File: src/rtl/multi_cycle_ctrl.sv
// Main control FSM for a multi-cycle MIPS datapath: sequences fetch/decode/execute strobes per
// instruction, stalls on the memory ready handshake and halts on illegal encodings or memory timeout.
module multi_cycle_ctrl #(
    parameter logic [5:0] OP_RTYPE = 6'b000000,
    parameter logic [5:0] OP_LW    = 6'b100011,
    parameter logic [5:0] OP_SW    = 6'b101011,
    parameter logic [5:0] OP_BEQ   = 6'b000100,
    parameter logic [5:0] OP_LUI   = 6'b001111,
    parameter int         MEM_TMO  = 16
) (
    input  logic       clk,
    input  logic       rst,
    input  logic [5:0] opcode,
    input  logic [5:0] funct,
    input  logic       mem_ready,
    output logic       PCWrite,
    output logic       PCWriteCond,
    output logic       IorD,
    output logic       MemRead,
    output logic       MemWrite,
    output logic       IRWrite,
    output logic       MemtoReg,
    output logic       RegDst,
    output logic       RegWrite,
    output logic       ALUSrcA,
    output logic [1:0] ALUSrcB,
    output logic [1:0] ALUOp,
    output logic [1:0] PCSource,
    output logic [3:0] state,
    output logic       instr_done,
    output logic       illegal_op,
    output logic       mem_tmo
);

    typedef enum logic [3:0] {
        S_FETCH    = 4'd0,
        S_DECODE   = 4'd1,
        S_MEM_ADDR = 4'd2,
        S_MEM_RD   = 4'd3,
        S_MEM_WB   = 4'd4,
        S_MEM_WR   = 4'd5,
        S_EXEC_R   = 4'd6,
        S_R_WB     = 4'd7,
        S_BRANCH   = 4'd8,
        S_LUI_EX   = 4'd9,
        S_LUI_WB   = 4'd10,
        S_HALT     = 4'd15
    } state_t;

    localparam int CW = $clog2(MEM_TMO + 1);

    state_t        state_reg, state_next;
    logic [CW-1:0] wait_reg;
    logic          illegal_reg, tmo_reg;
    logic          waiting, tmo_hit, illegal_hit, funct_ok;

    assign waiting = (state_reg == S_FETCH) || (state_reg == S_MEM_RD) || (state_reg == S_MEM_WR);
    // The MEM_TMO-th consecutive not-ready cycle is the one that times out.
    assign tmo_hit = waiting && !mem_ready && (wait_reg == CW'(MEM_TMO - 1));

    always_comb begin
        funct_ok = 1'b0;
        case (funct)
            6'h20, 6'h22, 6'h24, 6'h25, 6'h2A, 6'h26, 6'h00: funct_ok = 1'b1;
            default:                                         funct_ok = 1'b0;
        endcase
    end

    always_comb begin
        state_next  = state_reg;
        illegal_hit = 1'b0;
        case (state_reg)
            S_FETCH:    if (mem_ready) state_next = S_DECODE;
            S_DECODE: begin
                case (opcode)
                    OP_LW, OP_SW: state_next = S_MEM_ADDR;
                    OP_RTYPE: begin
                        state_next  = funct_ok ? S_EXEC_R : S_HALT;
                        illegal_hit = !funct_ok;
                    end
                    OP_BEQ:  state_next = S_BRANCH;
                    OP_LUI:  state_next = S_LUI_EX;
                    default: begin
                        state_next  = S_HALT;
                        illegal_hit = 1'b1;
                    end
                endcase
            end
            S_MEM_ADDR: state_next = (opcode == OP_SW) ? S_MEM_WR : S_MEM_RD;
            S_MEM_RD:   if (mem_ready) state_next = S_MEM_WB;
            S_MEM_WB:   state_next = S_FETCH;
            S_MEM_WR:   if (mem_ready) state_next = S_FETCH;
            S_EXEC_R:   state_next = S_R_WB;
            S_R_WB:     state_next = S_FETCH;
            S_BRANCH:   state_next = S_FETCH;
            S_LUI_EX:   state_next = S_LUI_WB;
            S_LUI_WB:   state_next = S_FETCH;
            S_HALT:     state_next = S_HALT;
            default:    state_next = S_HALT;
        endcase
        if (tmo_hit) state_next = S_HALT;
    end

    always_ff @(posedge clk) begin
        if (rst) begin
            state_reg   <= S_FETCH;
            wait_reg    <= '0;
            illegal_reg <= 1'b0;
            tmo_reg     <= 1'b0;
        end else begin
            state_reg <= state_next;
            if (state_next != state_reg) wait_reg <= '0;
            else if (waiting && !mem_ready) wait_reg <= wait_reg + CW'(1);
            if (illegal_hit) illegal_reg <= 1'b1;
            if (tmo_hit) tmo_reg <= 1'b1;
        end
    end

    always_comb begin
        PCWrite     = 1'b0;
        PCWriteCond = 1'b0;
        IorD        = 1'b0;
        MemRead     = 1'b0;
        MemWrite    = 1'b0;
        IRWrite     = 1'b0;
        MemtoReg    = 1'b0;
        RegDst      = 1'b0;
        RegWrite    = 1'b0;
        ALUSrcA     = 1'b0;
        ALUSrcB     = 2'b00;
        ALUOp       = 2'b00;
        PCSource    = 2'b00;
        instr_done  = 1'b0;
        case (state_reg)
            S_FETCH: begin
                MemRead = 1'b1;
                ALUSrcB = 2'b01;
                IRWrite = mem_ready;
                PCWrite = mem_ready;
            end
            S_DECODE:   ALUSrcB = 2'b11;
            S_MEM_ADDR: begin
                ALUSrcA = 1'b1;
                ALUSrcB = 2'b10;
            end
            S_MEM_RD: begin
                MemRead = 1'b1;
                IorD    = 1'b1;
            end
            S_MEM_WB: begin
                MemtoReg   = 1'b1;
                RegWrite   = 1'b1;
                instr_done = 1'b1;
            end
            S_MEM_WR: begin
                MemWrite   = 1'b1;
                IorD       = 1'b1;
                instr_done = mem_ready;
            end
            S_EXEC_R: begin
                ALUSrcA = 1'b1;
                ALUOp   = 2'b10;
            end
            S_R_WB: begin
                RegDst     = 1'b1;
                RegWrite   = 1'b1;
                instr_done = 1'b1;
            end
            S_BRANCH: begin
                ALUSrcA     = 1'b1;
                ALUOp       = 2'b01;
                PCWriteCond = 1'b1;
                PCSource    = 2'b01;
                instr_done  = 1'b1;
            end
            S_LUI_EX: begin
                ALUSrcA = 1'b1;
                ALUSrcB = 2'b10;
                ALUOp   = 2'b11;
            end
            S_LUI_WB: begin
                RegWrite   = 1'b1;
                instr_done = 1'b1;
            end
            default: ;
        endcase
        // Reset must never let a half-finished instruction commit architectural state.
        if (rst) begin
            PCWrite     = 1'b0;
            PCWriteCond = 1'b0;
            MemWrite    = 1'b0;
            IRWrite     = 1'b0;
            RegWrite    = 1'b0;
        end
    end

    assign state      = state_reg;
    assign illegal_op = illegal_reg;
    assign mem_tmo    = tmo_reg;

endmodule

File: config.mk
export PLATFORM = sky130hd
export DESIGN_NAME = multi_cycle_ctrl
export DESIGN_NICKNAME = d
export VERILOG_FILES = /design/src/rtl/multi_cycle_ctrl.sv
export SDC_FILE = /design/constraint.sdc
export NUM_CORES = 1
export LEC_CHECK = 0
export ABC_AREA = 1
export BUFFER_PORTS_ARGS = -buffer_cell sky130_fd_sc_hd__buf_2
export CAP_MARGIN = 10
export CORE_AREA = 2 2 62 64
export DETAILED_ROUTE_END_ITERATION = 8
export DIE_AREA = 0 0 64 66
export PLACE_DENSITY_LB_ADDON = 0.12
export SYNTH_ARGS = -nofsm -noshare
export SYNTH_HDL_FRONTEND = slang
export SYNTH_SLANG_ARGS = --single-unit
File: constraint.sdc
create_clock -name clk -period 3.15 [get_ports clk]
set_clock_uncertainty 0.05 [all_clocks]
set_input_delay 0 -clock clk [delete_from_list [all_inputs] [get_ports clk]]
set_output_delay 0 -clock clk [all_outputs]
set_load 0.05 [all_outputs]
After elaboration in Yosys (flattened, before gate mapping)
Index checks and enable logic that the tools add are counted.
Widths: inputs -> output; s select.
Cells by class
  $add $sub $neg: 1
  equality and inequality tests: 22
  multiplexer cells: 28
  reduce and logical (&&, ||, !) cells: 19
Operator list (number)
  $eq 6x6->1 const B: 8
  $pmux 4 s8: 1
  $mux 4: 5
  $eq 4x3->1 const B: 4
  $mux 1: 16
  $pmux 4 s4: 1
  $eq 4x4->1 const B: 3
  $logic_not 6->1: 2
  $pmux 2 s3: 2
  $reduce_or 4->1: 3
  $reduce_or 2->1: 5
  $eq 4x2->1 const B: 2
  $reduce_or 7->1: 1
  $eq 6x3->1 const B: 1
  $eq 6x4->1 const B: 1
  $add 5x1->5 const B: 1
  $eq 5x4->1 const B: 1
  $eq 4x1->1 const B: 1
  $logic_not 4->1: 1
  $ne 4x4->1: 1
  $pmux 1 s2: 2
  $mux 3: 1
  $reduce_or 3->1: 1
  $logic_and 1x1->1: 2
  2 further kinds: 4
Word-level totals
  bits in registers: 11
  input bits: 15
  output and inout port bits: 23

Logic depth before layout (Yosys ltp)
Gate-level depths: netlist of run 1.
  depth in word-level cells: 9
  gate-level depth with buffers: 14

Worst setup path after synthesis of run 1
Ideal clock, no wire load.
  kind: flip-flop to output port
  start: register state_reg[2] (netlist: state[2])
  end: output instr_done
  data arrival time: 2.350 ns
  required time: 3.100 ns
  path slack: 0.750 ns
  stages on the path, launching flop included: 7
  path through: dfxtp_1 inv_2 nor2_2 inv_1 nor2_1 nor2_1 o211ai_1
On the way
  longest elaborated chain between the ends: 3
  elaborated cells on any way between the ends: 7
Ends and longest elaborated chain
  start: declaration: RTL line 52  | state_t state_reg, state_next;
  start signal: assignment: RTL line 111  | state_reg <= state_next;
  $eq 4x4->1 or $eq 4x3->1 (tied branches): RTL line 134  | case (state_reg)
  $reduce_or 4->1 (no source line)
  $pmux 1 s2 (*): RTL line 134
  end: declaration: RTL line 30  | output logic instr_done,
Mark *: on every way between the ends. The rest lies on a longest branch, timed or not.

Worst setup path in the final report of run 1
  start: register state_reg[1] (netlist: state[1])
  end: register wait_reg[4]
On the way
  longest elaborated chain between the ends: 8
  elaborated cells on any way between the ends: 23
Ends and longest elaborated chain
  branches (longest 8 deep; another with $pmux 4 s8)
  end signal: assignment: RTL line 113  | else if (waiting && !mem_ready) wait_reg <= wait_reg + CW'(1);
  end: declaration: RTL line 53  | logic [CW-1:0] wait_reg;
Parallel ways; which one is timed is not known.
A chain may end at the register's enable or synchronous reset.

==> flow_summary.ini, run 1 <==
[outcome]
status = complete, no violations

[global_routing]
grt_start_max_net_pins = 11
grt-ovfl-total = 0
antenna_found_initial = 0
grt_pass1_wl_um = 4610
grtUsageTotal_pct = 13.6
grt_pass1_vias = 1064

[clocking]
cts_resized = 0
clk_pin_slew_ns = 0.07
clockBufferDepth = 2
cts_htree_levels = 1
clockRootBuffer = clkbuf_4
clkLatencyLatePin_ns = 0.26
cts_tree = yes
cts_sinks = 11
post_cts_buffers = 0
cts_buffers = 3

[power_and_ir_drop]
powerDensity_mw_per_mm2 = 1040
ir_worst_vdd_mv = 0.307
p_leak_uw = 0.000716

[worst_setup_path]
worst-endpoint-required_ns = 3.30
cp_max_fo = 9
crit_type = reg2reg
startpoint = state[1]
endpoint_kind = register
cp-start-kind = register
arrival_ns = 2.03
r2r-start = state[1]

[place]
port_buffers = 36
finalWeightedCongestion = 0.827
dp_hpwl_um = 2240

[floorplanning]
fp.dieH_um = 66
dieArea_mm2 = 0.00422
rows = 22
fp.dieW_um = 64
top_level_ports = 38
core_mm2 = 0.00355
initial_core_util_pct = 28.8

[logic_synthesis]
synthCells = 178
ys_ff_latch = 11
synth.distinct_cells = 27
yosysSeqAreaShare_pct = 21.5
synth.avg_cell_area_um2 = 5.75
yosysWarnings = 0
syn_area_mm2 = 0.00102
synth_nets = 195

[layout]
syn2layout_area_growth_pct = 24.1
ff_latch_area_um2 = 220
largest_reg_flops = 5
num-fill-cells = 429
drive_gt1_share_pct = 26.5
multi_input_area_um2 = 661
nNetsFinal = 233
num_antenna_cells = 0

[job]
cap_violations = 0

[route]
totalWireLength_um = 2650
drtIter0Drc = 51
vias = 1178
vias_per_cell = 4.48
drt-pass1-iter-count = 4
wl_per_cell_um = 10.1
drtAntennaViolNets = 0
drc = 0

[timing]
final.period_utilization_pct = 59.7
fin_crit_ns = 1.88
rsz0062_at_grt = false
holdWs_ns = 0.163
setup_violations = 0
final_max_slew_viol_count = 0
hold_viol_final = 0
fmax_ghz = 0.532
tns_ns = 0

[min_path]
hold_class = in2reg
min_from = mem_ready
[layout by cell type (no fill, tap or decap), drive strengths merged, types with 2 or more instances in the layout]
master / count
nor2: 39
inv: 30
clkbuf: 4
dfxtp: 11
a21oi: 5
nand2: 51
o21ai: 8
nand4: 4
buf: 36
ha: 2
xor2: 2
nand3: 13
o22ai: 2
[cells by family after synthesis]
| kind of cell | synth area share [%] |
|---|---|
| buffers and inverters | 13.9 |
| AO/OA/AOI/OAI | 8.92 |
| AND/OR/NAND/NOR | 49.1 |
| flip-flops | 21.5 |
| adder cells (fa/ha/maj) | 2.44 |
| multiplexers | 1.10 |
| other | 0.366 |
| XOR/XNOR | 2.57 |
[stage by stage]
stage | std cells | setup WS (ns) | util, % | instance area [µm²] | total power [µW]
3_5_place_dp | 258 | 1.26 | 34.7 | 1230 | 1240
4_1_cts | 263 | 1.24 | 35.8 | 1270 | 1340
6_report | 263 | 1.27 | 35.8 | 1270 | 1320
2_1_floorplan | 178 | 0.750 | - | 1020 | 1050
5_1_grt | 263 | 1.08 | 35.8 | 1270 | 1440
3_3_place_gp | 258 | 1.23 | 34.7 | 1230 | 1250
[routing by layer]
| layer | wire length [µm] | global-route usage (%) |
|---|---|---|
| met5 | 0 | 0 |
| met4 | 17 | 4.62 |
| met3 | 161 | 2.39 |
| met2 | 1200 | 23.6 |
| met1 | 1270 | 16.9 |
[layout make-up]
cell class,count,area share [%]
multi-input combinational,133,52.0
inverter,30,8.87
tap,48,4.73
timing repair buffer,37,15.0
clock buffer,4,2.07
sequential,11,17.3
[power by group]
group / internal, µW / leakage (µW) / switching, µW / total [µW]
Sequential: 169 / 0.0000895 / 54.0 / 223
Combinational: 255 / 0.000611 / 755 / 1010
Clock: 48.9 / 0.0000150 / 42.3 / 91.2
Total: 473 / 0.000716 / 851 / 1320
[critical path: stages (launching register included)]
cell and delay (ns):
dfxtp_1 0.51, inv_1 0.13, nor2_1 0.28, nand2_1 0.14, nand2_1 0.11, nor2_1 0.06
nand2_2 0.08, o21ai_1 0.06, nand2_1 0.07, nand2_1 0.07, nor2_2 0.09, nand2_2 0.09
nor2_1 0.09
[worst paths after layout]
path         slack (ns)     endpoint  cells past startpoint
min reg2reg        0.40   illegal_op                      2
max                1.27  wait_reg[4]                     12
min                0.16      mem_tmo                      4
max reg2reg        1.27  wait_reg[4]                     12
[repair_timing]
action,CTS,global route
endpoints found under the setup margin,0,0
hold buffers,1,0
endpoints found under the hold margin,4,0
[cells in the mapped netlist]
cell type / instances / share of area (%)
nand2_2: 7 / 4.3
buf_1: 1 / 0.37
conb_1: 1 / 0.37
ha_1: 2 / 2.4
buf_4: 2 / 1.5
nand3_4: 2 / 3.4
o21ai_1: 1 / 0.49
mux2_2: 1 / 1.1
a21oi_1: 5 / 2.4
nor2_4: 1 / 1.1
nor3_1: 1 / 0.49
nor2_1: 33 / 12
dfxtp_1: 11 / 22
nand4_1: 4 / 2.4
inv_1: 28 / 10
nand2_1: 44 / 16
buf_6: 1 / 1.1
nand3_1: 11 / 5.4
xor2_1: 2 / 1.7
a31oi_1: 1 / 0.61
o211ai_1: 1 / 0.73
o22ai_1: 2 / 1.2
xnor2_1: 1 / 0.86
o21ai_0: 7 / 3.4
nand3b_1: 1 / 0.73
nor2_2: 5 / 3.1
inv_2: 2 / 0.73
No activity file was read; power rests on OpenSTA's default activity.
==> run 2, diff against run 1 <==
- clock period: 3.15 -> 1.5 ns (I/O delays scaled with it)
==> run 2 against run 1 <==
Compared with the run above:
- the run now ends with negative setup slack left
- power grew to 3.2 times the previous value
- routed wire length grew 19%
- register-to-register slack worse by 1.4 ns
- sequential power is 130% higher
==> flow_summary.ini, run 2 (same netlist as run 1, synthesis figures left out) <==
[timing]
setup_ws_ns = -0.171
final.period_utilization_pct = 111
final_max_slew_viol_count = 0
holdWs_ns = 0.0360
fmax_ghz = 0.599
rsz0062_at_grt = true
tns_ns = -1.30
setup_violations = 11
fin_crit_ns = 1.67
hold_viol_final = 0

[worst_setup_path]
r2r-start = state[3]
worst-endpoint-required_ns = 1.61
endpoint_kind = register
cp_max_fo = 5
crit_type = reg2reg
arrival_ns = 1.78
cp-start-kind = register
startpoint = state[3]

[min_path]
hold_class = in2reg
min_from = rst

[power_and_ir_drop]
power_switching_uw = 2300
p_clk_share_pct = 4.7
powerDensity_mw_per_mm2 = 2180
seq_power_share_pct = 12.1
ir_worst_vdd_mv = 0.939
p_leak_uw = 0.000970
power.share.combinational_pct = 83.3
power_uw = 4270
p_int_uw = 1970
swShare_pct = 53.9

[layout]
final_cell_mix = nand2_1, buf_4, buf_2
largest_reg_flops = 5
num_antenna_cells = 0
instances_no_fill = 305
drive_gt1_share_pct = 56.4
nNetsFinal = 275
final_common_cell = nand2_1
syn2layout_area_growth_pct = 90.8

[clocking]
cts_hold_buf = 0
cts_htree_levels = 1
clk_pin_slew_ns = 0.07
cts_tree = yes
cts_buffers = 3
cts_sinks = 11
clockBufferDepth = 2
clockRootBuffer = clkbuf_4
clkLatencyLatePin_ns = 0.27

[floorplanning]
core_mm2 = 0.00355
fp.dieH_um = 66
initial_core_util_pct = 28.8
rows = 22
dieArea_mm2 = 0.00422
top_level_ports = 38
fp.dieW_um = 64

[global_routing]
grt_start_max_net_pins = 11
grt_pass1_wl_um = 5310
grt_pass1_vias = 1261
grtUsageTotal_pct = 15.7
grt-ovfl-total = 0
antenna_found_initial = 0

[place]
finalWeightedCongestion = 0.804
port_buffers = 36
dp_cells = 293
dp_hpwl_um = 2450

[route]
drt-pass1-iter-count = 4
drtAntennaViolNets = 0
totalWireLength_um = 3150
wl_per_cell_um = 10.3
vias = 1317
vias_per_cell = 4.32
drc = 0
drtIter0Drc = 23

[job]
cap_violations = 0

[outcome]
violations = negative setup slack
status = finished, violations left
==> run 2: changes by cell type in the layout (fill, tap and decap cells not counted), moves of 8 or more <==
cell and delta:
inv_1 -8, buf_6 +13, nor2_1 -17, buf_4 +36, nor2_4 +13, buf_2 -15
==> run 2: stage by stage <==
stage	setup WS [ns]	cell area [µm²]	util (%)
6_report	-0.171	1950	55.0
5_1_grt	-0.303	1950	55.0
4_1_cts	-0.125	1820	51.2
3_5_place_dp	-0.168	1580	44.5
3_3_place_gp	-0.158	1580	44.5
2_1_floorplan	-0.164	1110	-
==> run 2: path summary, 6_finish.rpt <==
check / slack (ns) / to / depth (start not counted)
worst max-delay path: -0.17 / wait_reg[3] / 12
worst min register to register: 0.40 / illegal_op / 2
worst max register to register: -0.17 / wait_reg[3] / 12
worst min-delay path: 0.04 / state[1] / 2
==> run 2: power groups by stage <==
stage | clock, µW | sequential, µW | combinational [µW]
after floorplan | 0 | 654 | 1720
after global placement | 0 | 490 | 2790
after detailed placement | 0 | 491 | 2780
after CTS | 211 | 513 | 3240
after global routing | 224 | 529 | 3800
final | 199 | 516 | 3550
==> run 2: worst max-delay path, cell delays in order (launching register included) <==
cell	delay, ns
dfxtp_4	0.36
buf_6	0.13
nor2_4	0.15
nand2_2	0.10
nand3_4	0.09
nand3_4	0.13
buf_6	0.15
nand3_1	0.07
nand2_1	0.05
nand2_1	0.08
nor2_2	0.04
nand2_2	0.10
nor2_1	0.05
==> run 2: cell type report <==
cell class	count	area, µm²
Clock buffer	4	26.3
Fill cell	338	1600
Inverter	30	131
Multi-Input combinational cell	133	851
Sequential cell	11	238
Tap cell	48	60.1
Timing Repair Buffer	79	647
==> run 2: routing by layer <==
metal  share of wire [%]  routed length, µm  global-route usage (%)
met1                  44               1390                    18.6
met2                  51               1610                    29.0
met3                 3.6                113                    1.70
met4                 1.2                 38                    5.16
met5                   0                  0                       0
==> run 2: repair_timing <==
item / 4_1_cts / 5_1_grt
resized for setup: 52 / 35
setup endpoints to repair: 19 / 24
setup buffers: 5 / 4
pin swaps: 12 / 6
==> run 3, diff against run 2 <==
- CORE_AREA: 2 2 62 64 -> 2 2 52 54
- DIE_AREA: 0 0 64 66 -> 0 0 54 56
==> run 3 against run 2 <==
Compared with the run above:
- the run still ends with negative setup slack left
- design area fell by 7.7%
- setup slack got worse by 0.021 ns
- final cell count fell by 6.2%
==> flow_summary.ini, run 3 (same netlist as run 1, synthesis figures left out) <==
[timing]
hold_viol_final = 0
setup_violations = 11
rsz0062_at_grt = true
setup_ws_ns = -0.192
final.period_utilization_pct = 113
final_max_slew_viol_count = 0
fin_crit_ns = 1.69
fmax_ghz = 0.591
holdWs_ns = 0.00846

[layout]
num_antenna_cells = 0
num-fill-cells = 190
final_cell_mix = nand2_1, buf_4, buf_2
nNetsFinal = 274
final_common_cell = nand2_1
largest_reg_flops = 5
drive_gt1_share_pct = 52.3
final_util_pct = 74.1
syn2layout_area_growth_pct = 76.2

[global_routing]
grt_pass1_wl_um = 5310
antenna_found_initial = 0
grtUsageTotal_pct = 22.9
grt-ovfl-total = 0
grt_pass1_vias = 1300
grt_start_max_net_pins = 11

[power_and_ir_drop]
powerDensity_mw_per_mm2 = 2280
p_leak_uw = 0.000932
ir_worst_vdd_mv = 1.70

[outcome]
status = finished, violations left
violations = negative setup slack

[clocking]
cts_sinks = 11
clkLatencyLatePin_ns = 0.28
clockBufferDepth = 2
cts_htree_levels = 1
cts_buffers = 3
cts_tree = yes
cts_hold_buf = 0
clockRootBuffer = clkbuf_4
clk_pin_slew_ns = 0.08

[route]
drtAntennaViolNets = 0
vias = 1385
totalWireLength_um = 3420
drc = 0
drt-pass1-iter-count = 6
vias_per_cell = 4.84
drtIter0Drc = 33
wl_per_cell_um = 12.0

[floorplanning]
fp.dieH_um = 56
top_level_ports = 38
fp.dieW_um = 54
dieArea_mm2 = 0.00302
initial_core_util_pct = 42.1
core_mm2 = 0.00243
rows = 18

[worst_setup_path]
crit_type = reg2reg
arrival_ns = 1.87
cp_max_fo = 5
endpoint_kind = register
worst-endpoint-required_ns = 1.67
cp-start-kind = register

[min_path]
hold_class = in2reg

[place]
finalWeightedCongestion = 0.869
dp_hpwl_um = 2470
port_buffers = 36

[job]
cap_violations = 0
-- run 3: worst max-delay path, cell delays in order (launching register included) --
cell and delay [ns]:
dfxtp_2 0.33, ha_2 0.18, inv_2 0.06, nor2_2 0.03, ha_2 0.17, nand3_4 0.12
nand2_4 0.08, nor2_4 0.12, nand2_1 0.07, nand2_1 0.08, nand2_1 0.06, nor2_2 0.09
nand2_2 0.09, nor2_1 0.10
-- run 3: layout make-up --
| type | count | area, µm² | area share (%) |
|---|---|---|---|
| Tap cell | 30 | 37.5 | 2.08 |
| Multi-Input combinational cell | 133 | 783 | 43.4 |
| Sequential cell | 11 | 238 | 13.2 |
| Inverter | 30 | 124 | 6.87 |
| Timing Repair Buffer | 78 | 594 | 33.0 |
| Clock buffer | 4 | 26.3 | 1.46 |
-- run 3: routing by layer --
metal  global-route usage (%)  share of wire [%]  vias up  routed length, µm
met5                        0                  0        -                  0
met4                     4.64                1.2        0                 42
met3                     1.61                3.5        7                119
met2                     44.1                 56       41               1900
met1                     26.0                 40      628               1360
li1                         -                  -      709                  -
-- run 3: metrics by stage --
step                      total power (µW)  worst slack, ns  cells  setup TNS (ns)  cell area (µm²)
after CTS                             3870           -0.138    283           -1.04             1730
final                                 4100           -0.192    286           -1.54             1800
after global placement                3190           -0.153    271          -0.752             1530
after floorplan                       2370           -0.164    178          -0.932             1110
after global routing                  4310           -0.292    286           -2.53             1800
after detailed placement              3220           -0.211    271          -0.938             1530
-- run 3: worst paths after layout --
check / startpoint / cells past startpoint / slack, ns / end
setup / recovery: wait_reg[1] / 13 / -0.19 / wait_reg[1]
hold / removal: rst / 2 / 0.008 / state[3]
hold reg to reg: mem_tmo / 2 / 0.41 / mem_tmo
setup reg to reg: wait_reg[1] / 13 / -0.19 / wait_reg[1]
-- run 3: report_power, final --
| group | internal (µW) | leakage, µW | switching (µW) | total (µW) |
|---|---|---|---|---|
| Sequential | 383 | 0.0000932 | 134 | 517 |
| Clock | 104 | 0.0000150 | 117 | 221 |
| Combinational | 1380 | 0.000824 | 1980 | 3370 |
| Total | 1870 | 0.000932 | 2230 | 4100 |
-- run 3: timing repair --
action                                  in CTS  in global routing
hold endpoints to repair                     0                  0
setup buffers                                8                  3
gates resized for setup                     39                 20
pin swaps                                   10                 18
endpoints found under the setup margin      14                 22
